<file path="config.mk">
export PLATFORM = sky130hd
export DESIGN_NAME = line_steering_controller
export DESIGN_NICKNAME = d
export VERILOG_FILES = /design/src/rtl/line_steering_controller.sv
export SDC_FILE = /design/constraint.sdc
export NUM_CORES = 1
export LEC_CHECK = 0
export ABC_CLOCK_PERIOD_IN_PS = 2400
export BUFFER_PORTS_ARGS = -buffer_cell sky130_fd_sc_hd__buf_4
export CAP_MARGIN = 5
export CORE_MARGIN = 1.5
export CORE_UTILIZATION = 55
export DETAILED_ROUTE_END_ITERATION = 16
export PLACE_DENSITY = 0.77
export SLEW_MARGIN = 20
export SYNTH_ARGS = -nofsm -noshare
export SYNTH_HDL_FRONTEND = slang
export SYNTH_SLANG_ARGS = --single-unit
</file>
<file path="constraint.sdc">
create_clock -name clk -period 2.4 [get_ports clk]
set_clock_uncertainty 0.15 [all_clocks]
set_input_delay 0.12 -clock clk [delete_from_list [all_inputs] [get_ports clk]]
set_output_delay 0.12 -clock clk [all_outputs]
set_load 0.01 [all_outputs]
</file>
<file path="src/rtl/line_steering_controller.sv">
// line_steering_controller: PD steering from sampled line position, lost-line search FSM,
// and two registered 10-bit PWM outputs with period-aligned duty shadows.
module line_steering_controller #(
   parameter int CENTER       = 500,
   parameter int BASE_DUTY    = 600,
   parameter int KP           = 1,
   parameter int KD           = 0,
   parameter int SAMPLE_DIV   = 100000,
   parameter int LOST_TIMEOUT = 200,
   parameter int SEARCH_DUTY  = 400
) (
   input  logic        clk,
   input  logic        rst,
   input  logic [10:0] position,
   output logic [9:0]  duty_left,
   output logic [9:0]  duty_right,
   output logic        pwm_left,
   output logic        pwm_right,
   output logic [1:0]  state,
   output logic        line_lost
);
   localparam int TW = $clog2(SAMPLE_DIV);
   localparam int LW = $clog2(LOST_TIMEOUT + 1);
   localparam logic signed [19:0] KP_S   = 20'(KP);
   localparam logic signed [19:0] KD_S   = 20'(KD);
   localparam logic signed [20:0] BASE_S = 21'(BASE_DUTY);

   typedef enum logic [1:0] {WAIT, TRACK, SEARCH, STOP} state_t;

   state_t             state_q, state_d;
   logic [TW-1:0]      tick_cnt_q, tick_cnt_d;
   logic               eval_q, eval_d;
   logic               valid_q, valid_d;
   logic signed [11:0] e_q, e_d;
   logic signed [11:0] d_q, d_d;
   logic signed [11:0] e_prev_q, e_prev_d;
   logic               last_left_q, last_left_d;
   logic [LW-1:0]      lost_cnt_q, lost_cnt_d;
   logic [9:0]         duty_left_q, duty_left_d;
   logic [9:0]         duty_right_q, duty_right_d;
   logic [9:0]         pwm_cnt_q, pwm_cnt_d;
   logic [9:0]         shadow_left_q, shadow_left_d;
   logic [9:0]         shadow_right_q, shadow_right_d;
   logic               pwm_left_q, pwm_left_d;
   logic               pwm_right_q, pwm_right_d;

   logic               tick;
   logic               valid;
   logic signed [11:0] e_now;
   logic signed [19:0] corr;
   logic [9:0]         pd_left, pd_right, search_left, search_right;

   function automatic logic [9:0] sat(input logic signed [20:0] v);
      return v < 21'sd0 ? 10'd0 : v > 21'sd1023 ? 10'd1023 : 10'(v);
   endfunction

   // Sample stage: registers the position-derived terms on the tick edge.
   always_comb begin
      tick        = tick_cnt_q == TW'(SAMPLE_DIV - 1);
      valid       = position != 11'd0 && position <= 11'd1000;
      e_now       = $signed({1'b0, position}) - 12'(CENTER);
      tick_cnt_d  = tick ? '0 : tick_cnt_q + TW'(1);
      eval_d      = tick;
      valid_d     = tick ? valid : valid_q;
      e_d         = tick ? e_now : e_q;
      d_d         = tick ? (state_q == TRACK ? e_now - e_prev_q : 12'sd0) : d_q;
      e_prev_d    = tick && valid ? e_now : e_prev_q;
      last_left_d = tick && valid && e_now != 12'sd0 ? e_now[11] : last_left_q;
   end

   // Decision stage: one cycle after the tick, update state and duties together.
   always_comb begin
      corr         = KP_S * 20'(e_q) + KD_S * 20'(d_q);
      pd_left      = sat(BASE_S + 21'(corr));
      pd_right     = sat(BASE_S - 21'(corr));
      search_left  = last_left_q ? 10'd0 : 10'(SEARCH_DUTY);
      search_right = last_left_q ? 10'(SEARCH_DUTY) : 10'd0;
      state_d      = state_q;
      lost_cnt_d   = lost_cnt_q;
      if (eval_q) begin
         state_d    = valid_q ? TRACK :
                      state_q == TRACK ? (LOST_TIMEOUT <= 1 ? STOP : SEARCH) :
                      state_q == SEARCH && lost_cnt_q + LW'(1) == LW'(LOST_TIMEOUT) ? STOP : state_q;
         lost_cnt_d = valid_q ? lost_cnt_q :
                      state_q == TRACK ? LW'(1) :
                      state_q == SEARCH ? lost_cnt_q + LW'(1) : lost_cnt_q;
      end
      duty_left_d  = !eval_q ? duty_left_q :
                     state_d == TRACK ? pd_left : state_d == SEARCH ? search_left : 10'd0;
      duty_right_d = !eval_q ? duty_right_q :
                     state_d == TRACK ? pd_right : state_d == SEARCH ? search_right : 10'd0;
   end

   // Shadows only change at the period boundary so a duty update never splits a period.
   always_comb begin
      pwm_cnt_d      = pwm_cnt_q + 10'd1;
      shadow_left_d  = &pwm_cnt_q ? duty_left_q : shadow_left_q;
      shadow_right_d = &pwm_cnt_q ? duty_right_q : shadow_right_q;
      pwm_left_d     = pwm_cnt_q < shadow_left_q;
      pwm_right_d    = pwm_cnt_q < shadow_right_q;
   end

   always_ff @(posedge clk) begin
      if (rst) begin
         state_q        <= WAIT;
         tick_cnt_q     <= '0;
         eval_q         <= 1'b0;
         valid_q        <= 1'b0;
         e_q            <= '0;
         d_q            <= '0;
         e_prev_q       <= '0;
         last_left_q    <= 1'b0;
         lost_cnt_q     <= '0;
         duty_left_q    <= '0;
         duty_right_q   <= '0;
         pwm_cnt_q      <= '0;
         shadow_left_q  <= '0;
         shadow_right_q <= '0;
         pwm_left_q     <= 1'b0;
         pwm_right_q    <= 1'b0;
      end else begin
         state_q        <= state_d;
         tick_cnt_q     <= tick_cnt_d;
         eval_q         <= eval_d;
         valid_q        <= valid_d;
         e_q            <= e_d;
         d_q            <= d_d;
         e_prev_q       <= e_prev_d;
         last_left_q    <= last_left_d;
         lost_cnt_q     <= lost_cnt_d;
         duty_left_q    <= duty_left_d;
         duty_right_q   <= duty_right_d;
         pwm_cnt_q      <= pwm_cnt_d;
         shadow_left_q  <= shadow_left_d;
         shadow_right_q <= shadow_right_d;
         pwm_left_q     <= pwm_left_d;
         pwm_right_q    <= pwm_right_d;
      end
   end

   assign duty_left  = duty_left_q;
   assign duty_right = duty_right_q;
   assign pwm_left   = pwm_left_q;
   assign pwm_right  = pwm_right_q;
   assign state      = state_q;
   assign line_lost  = state_q[1];
endmodule

</file>
* After elaboration in Yosys (flattened, before gate mapping) *
Cells that the tools add are included.

storage, ports and cells
  output and inout bits = 25
  bits of input ports = 13
  register bits = 94
  word-level logic and storage cells = 60

cells by class
  equality and inequality tests = 6
  bitwise operators = 1
  magnitude comparators = 7
  reduce and logical (&&, ||, !) cells = 10
  $add $sub $neg = 6
  muxes and demuxes = 16

operators by type and width
  operator                                                           count
  2-to-1 mux 10 bit                                                  6
  2-to-1 mux 9 bit                                                   4
  > comparator 13 x 11 -> 1 bit (second input constant)              2
  < comparator 13 x 1 -> 1 bit (second input constant)               2
  < comparator 10 bit                                                2
  adder 17 x 1 -> 17 bit (second input constant)                     1
  equality test 17 bit (second input constant)                       1
  2-to-1 mux 8 bit                                                   2
  adder 11 x 12 -> 13 bit (first input constant)                     1
  subtractor 11 x 12 -> 13 bit (first input constant)                1
  nonzero test 12 bit                                                1
  subtractor 11 x 9 -> 12 bit (second input constant)                1
  less-or-equal comparator 11 x 10 -> 1 bit (second input constant)  1
  nonzero test 11 bit                                                1
  adder 10 x 1 -> 10 bit (second input constant)                     1
  AND reduction 10 bit                                               1
  adder 8 x 1 -> 8 bit (second input constant)                       1
  equality test 8 bit (second input constant)                        1
  2-to-1 mux 2 bit                                                   4
  equality test 2 x 1 -> 1 bit (second input constant)               2
  equality test 2 bit (second input constant)                        2
  logical AND 1 bit                                                  4
  AND reduction 3 bit                                                1
  nonzero test 2 bit                                                 1
  other kinds (2)                                                    2

* Logic depth before layout (Yosys ltp) *
  depth in word-level cells = 10
  mapped depth = 9
  gate-level depth less buffers = 8

* Worst setup path before layout *
Ideal clock, no wire load.

  kind = reg-to-reg
  from = register e_q[4]
  to = register duty_right_q[4] (netlist: duty_right[4])
  stages on the path, launching flop included = 8
  data required time = 2,190 ps
  period minus slack after synthesis = 2,293 ps
  slack = 107 ps
  data arrival time = 2,084 ps
  library setup time = 60 ps
  buffers on the path = 0
  path through = dfxtp_1 -> ha_1 -> or4b_4 -> and2_2 -> xnor2_2 -> or4b_4 -> nand3_1 -> a221o_1

on the way
  cells in the longest elaborated chain, start to end = 5
  elaborated cells on any way between the ends = 6
  those cells by class = add/sub: 1; order compare: 2; mux: 3

ends and longest elaborated chain
  item                              RTL line  source
  start, declared                   34        logic signed [11:0] e_q, e_d;
  start signal, assigned            109       e_q <= '0;
  start signal, assigned            126       e_q <= e_d;
  subtractor 11 x 12 -> 13 bit (*)  75        pd_right = sat(BASE_S - 21'(corr));
  > comparator 13 x 11 -> 1 bit     54        return v < 21'sd0 ? 10'd0 : v > 21'sd1023 ? 10'd1023 : 10'(v);
  2-to-1 mux 10 bit                 54
  2-to-1 mux 10 bit (*)             54
  2-to-1 mux 10 bit (*)             91        state_d == TRACK ? pd_right : state_d == SEARCH ? search_right : 10'd0;
  end signal, assigned              132       duty_right_q <= duty_right_d;
  end, declared                     40        logic [9:0] duty_right_q, duty_right_d;

Mark *: on every way between the ends. The rest lies on a longest branch, timed or not.
A chain may end at the register's enable or synchronous reset.

* Worst setup path after layout *
  from = register e_q[3]
  to = register duty_right_q[1] (netlist: duty_right[1])

The elaborated chain is that of the path after synthesis.

==> flow_summary_export.csv <==
group,metric,value,unit
sta,tightest_slew,0.6093,ns
sta,post-route-period-util,95.50,%
floorplan,ios,38,
power_and_ir_drop,power_density,453.6,nW/um^2
clock_network,post_cts_buffers,0,
setup_path,cp_cell_sequence,"ha_1 -> or4b_4 -> a221oi_2 -> o21ai_1 -> o211a_2 -> or3_1 -> a22o_1",
floorplan,fp.dieW,101.1,um
setup_path,cp-end-kind,"register",
synthesis,async_flop_share,0,%
synthesis,synth_nets,660,
setup_path,crit_start,"e_q[3]",
power_and_ir_drop,power_leakage,2.421,nW
synthesis,ys_ff_latch,94,
setup_path,slowest_stage,"or4b_4",
global_routing,grt_first_pass_wirelength,18770,um
setup_path,critical_path_class,"register to register",
min_path,hp-class,"input pin to register",
sta,setup-tns-final,0,ns
route,via_count,4370,
route,postRouteAntennaNets,0,
setup_path,critPathLaunchType,"register",
global_routing,grt_pass1_vias,4090,
route,drtIter0Drc,180,
synthesis,yosys_warnings,0,
final_layout,drive_gt1_share,15.48,%
setup_path,critPathMaxStageDelay,0.47,ns
final_layout,antenna_cells,0,
synthesis,syn_inst,613,
setup_path,r2r-start,"e_q[3]",
outcome,status,"finished clean",
clock_network,cts.sinks,94,
synthesis,synth_edf_count,0,
placement,dp_hpwl,8318,um
final_layout,area_delta_synth_final,12.97,%
setup_path,critPathBufInv,0,
clock_network,clock_latency,0.36,ns
clock_network,path_clk_slew,0.10,ns
route,wl_per_cell,13.96,um
final_layout,fin_nets,701,
job,drv_cap,0,
power_and_ir_drop,p_total,2.713,mW
sta,hold_viol_final,0,
power_and_ir_drop,irDropWorstVdd,0.3381,mV
sta,fin_ws,0.1080,ns
sta,slew_headroom,59.32,%
route,wl,11000,um
global_routing,grt_max_degree,46,
sta,setup_viol,0,
sta,slew_viol_final,0,
floorplan,core_area,9284,um^2
setup_path,arrival,2.41,ns
global_routing,antenna_found_initial,0,
clock_network,root_buffer,"clkbuf_8",
clock_network,tritoncts.num_buffers,9,
synthesis,syn_area_per_cell,8.638,um^2
sta,fmax,0.4363,GHz
placement,dp_slack,0.07878,ns
synthesis,synthFlopType,"dfxtp_1",
clock_network,clockBufferDepth,2,
setup_path,path_max_fanout,4,
clock_network,cts_tree,"yes",
floorplan,die_h,101.1,um
floorplan,die_area,10230,um^2
placement,place.gp.congestion,0.9303,
route,viasPerCell,5.546,
synthesis,synth_cell_types,62,
synthesis,synth-seq-area-share,35.54,%
sta,period_needed,2.292,ns
setup_path,crit_family,"simple AND/OR/NAND/NOR gates",
synthesis,syn-cell-area,5295,um^2
setup_path,worstPathRequired,2.52,ns
min_path,min_from,"position[5]",
route,first_pass_iters,5,
sta,rsz0062_at_grt,"false",
global_routing,globalRouteTotalUtil,22.89,%
floorplan,rows,35,
floorplan,start_util,57.04,%
route,drc_errors,0,
clock_network,ctsHtreeMaxLevel,3,
global_routing,gr-total-overflow,0,
placement,numPortBuffers,37,
[report_power, final]
| part | internal (mW) | switching, mW | total, mW |
|---|---|---|---|
| clock | 0.394 | 0.589 | 0.983 |
| sequential | 1.57 | 0.0112 | 1.58 |
| combinational | 0.0691 | 0.0800 | 0.149 |
[kinds of logic after synthesis]
family | Yosys count | synth area share (%)
compound gates | 114 | 15.31
xor+xnor | 47 | 7.916
fa+ha+maj | 34 | 8.034
buf+inv | 70 | 6.356
flops | 94 | 35.54
mux | 28 | 5.293
simple gates | 226 | 21.55
[cells in the mapped netlist, types with 8 or more instances]
| cell | n | area share [%] |
|---|---|---|
| xnor2_1 | 22 | 3.6 |
| nor2_1 | 95 | 6.7 |
| buf_2 | 9 | 0.85 |
| inv_1 | 35 | 2.5 |
| nand3_1 | 28 | 2.6 |
| o211ai_1 | 9 | 1.3 |
| a22o_1 | 14 | 2.3 |
| mux2i_1 | 28 | 5.3 |
| a211oi_1 | 16 | 2.3 |
| ha_1 | 34 | 8.0 |
| clkbuf_1 | 12 | 0.85 |
| nor3_1 | 8 | 0.76 |
| a21oi_1 | 23 | 2.2 |
| nand2_1 | 23 | 1.6 |
| and3_1 | 12 | 1.4 |
| o21ai_0 | 19 | 1.8 |
| dfxtp_1 | 94 | 36 |
| xor2_1 | 24 | 4.0 |
[what timing repair did]
action                                  in CTS  in global routing
hold buffers                                 8                  0
endpoints found under the setup margin       0                 21
gates resized for setup                      0                 16
hold endpoints to repair                     9                  0
[placed cells by master, fill, tap and decap left out, drive strengths merged, types with 3 or more instances in the layout]
master / n
a211oi: 16
inv: 38
nand3b: 4
xor2: 24
mux2i: 28
o21ai: 20
o211ai: 9
or3: 7
dfxtp: 94
nor2b: 6
nor2: 95
xnor2: 23
a21o: 5
nor3b: 5
nand2b: 7
a41oi: 3
nand3: 28
a21oi: 23
nand2: 23
clkbuf: 10
or2: 5
nor3: 8
dlygate4sd3: 8
nand4: 7
buf: 57
nor4: 3
a22o: 14
and3: 12
nand4b: 5
ha: 34
and4: 3
a31oi: 6
[layout make-up]
type / instances / area [um^2]
fill: 825 / 3302
multi-input combinational: 449 / 3117
sequential: 94 / 1884
timing repair buffer: 65 / 508.0
tap: 129 / 161.4
inverter: 35 / 131.4
clock buffer: 10 / 127.6
clock inverter: 6 / 52.55
[path summary, 6_finish.rpt]
path,endpoint,slack (ns),cells past startpoint
setup / recovery,duty_right[1],0.11,7
hold / removal,e_q[5],0.03,4
setup reg to reg,duty_right[1],0.11,7
hold reg to reg,tick_cnt_q[0],0.32,1
[per-stage QoR]
step | hold slack (ns) | instances | cell area (um^2) | util, %
2_1_floorplan | 0.06572 | 613 | 5295 | -
6_report | 0.02964 | 788 | 5982 | 64.43
4_1_cts | 0.01953 | 788 | 5939 | 63.98
3_5_place_dp | 0.2006 | 764 | 5679 | 61.17
3_3_place_gp | 0.1975 | 764 | 5679 | 61.17
5_1_grt | 0.03601 | 788 | 5982 | 64.43
[metal layers]
metal / track usage (%) / vias to the layer above / part of all wire [%]
met5: 0 / - / 0
met4: 7.692 / 0 / 1.4
met3: 3.398 / 15 / 3.2
met2: 40.01 / 83 / 50
met1: 28.90 / 2048 / 45
li1: - / 2224 / -
[worst reg2reg max path: cells and delay by family (launching register included)]
family          cells  cell delay, ns
compound gates      4            0.74
fa+ha+maj           1            0.14
flops               1            0.34
simple gates        2            0.83
[sequential cells by signal (all words and copies together) (netlist names)]
name / count
state: 2
pwm_right: 1
shadow_left_q: 10
duty_left: 10
duty_right: 10
lost_cnt_q: 8
last_left_q: 1
pwm_cnt_q: 10
shadow_right_q: 10
eval_q: 1
e_q: 12
valid_q: 1
tick_cnt_q: 17
pwm_left: 1
No activity file was read; power rests on OpenSTA's default activity.
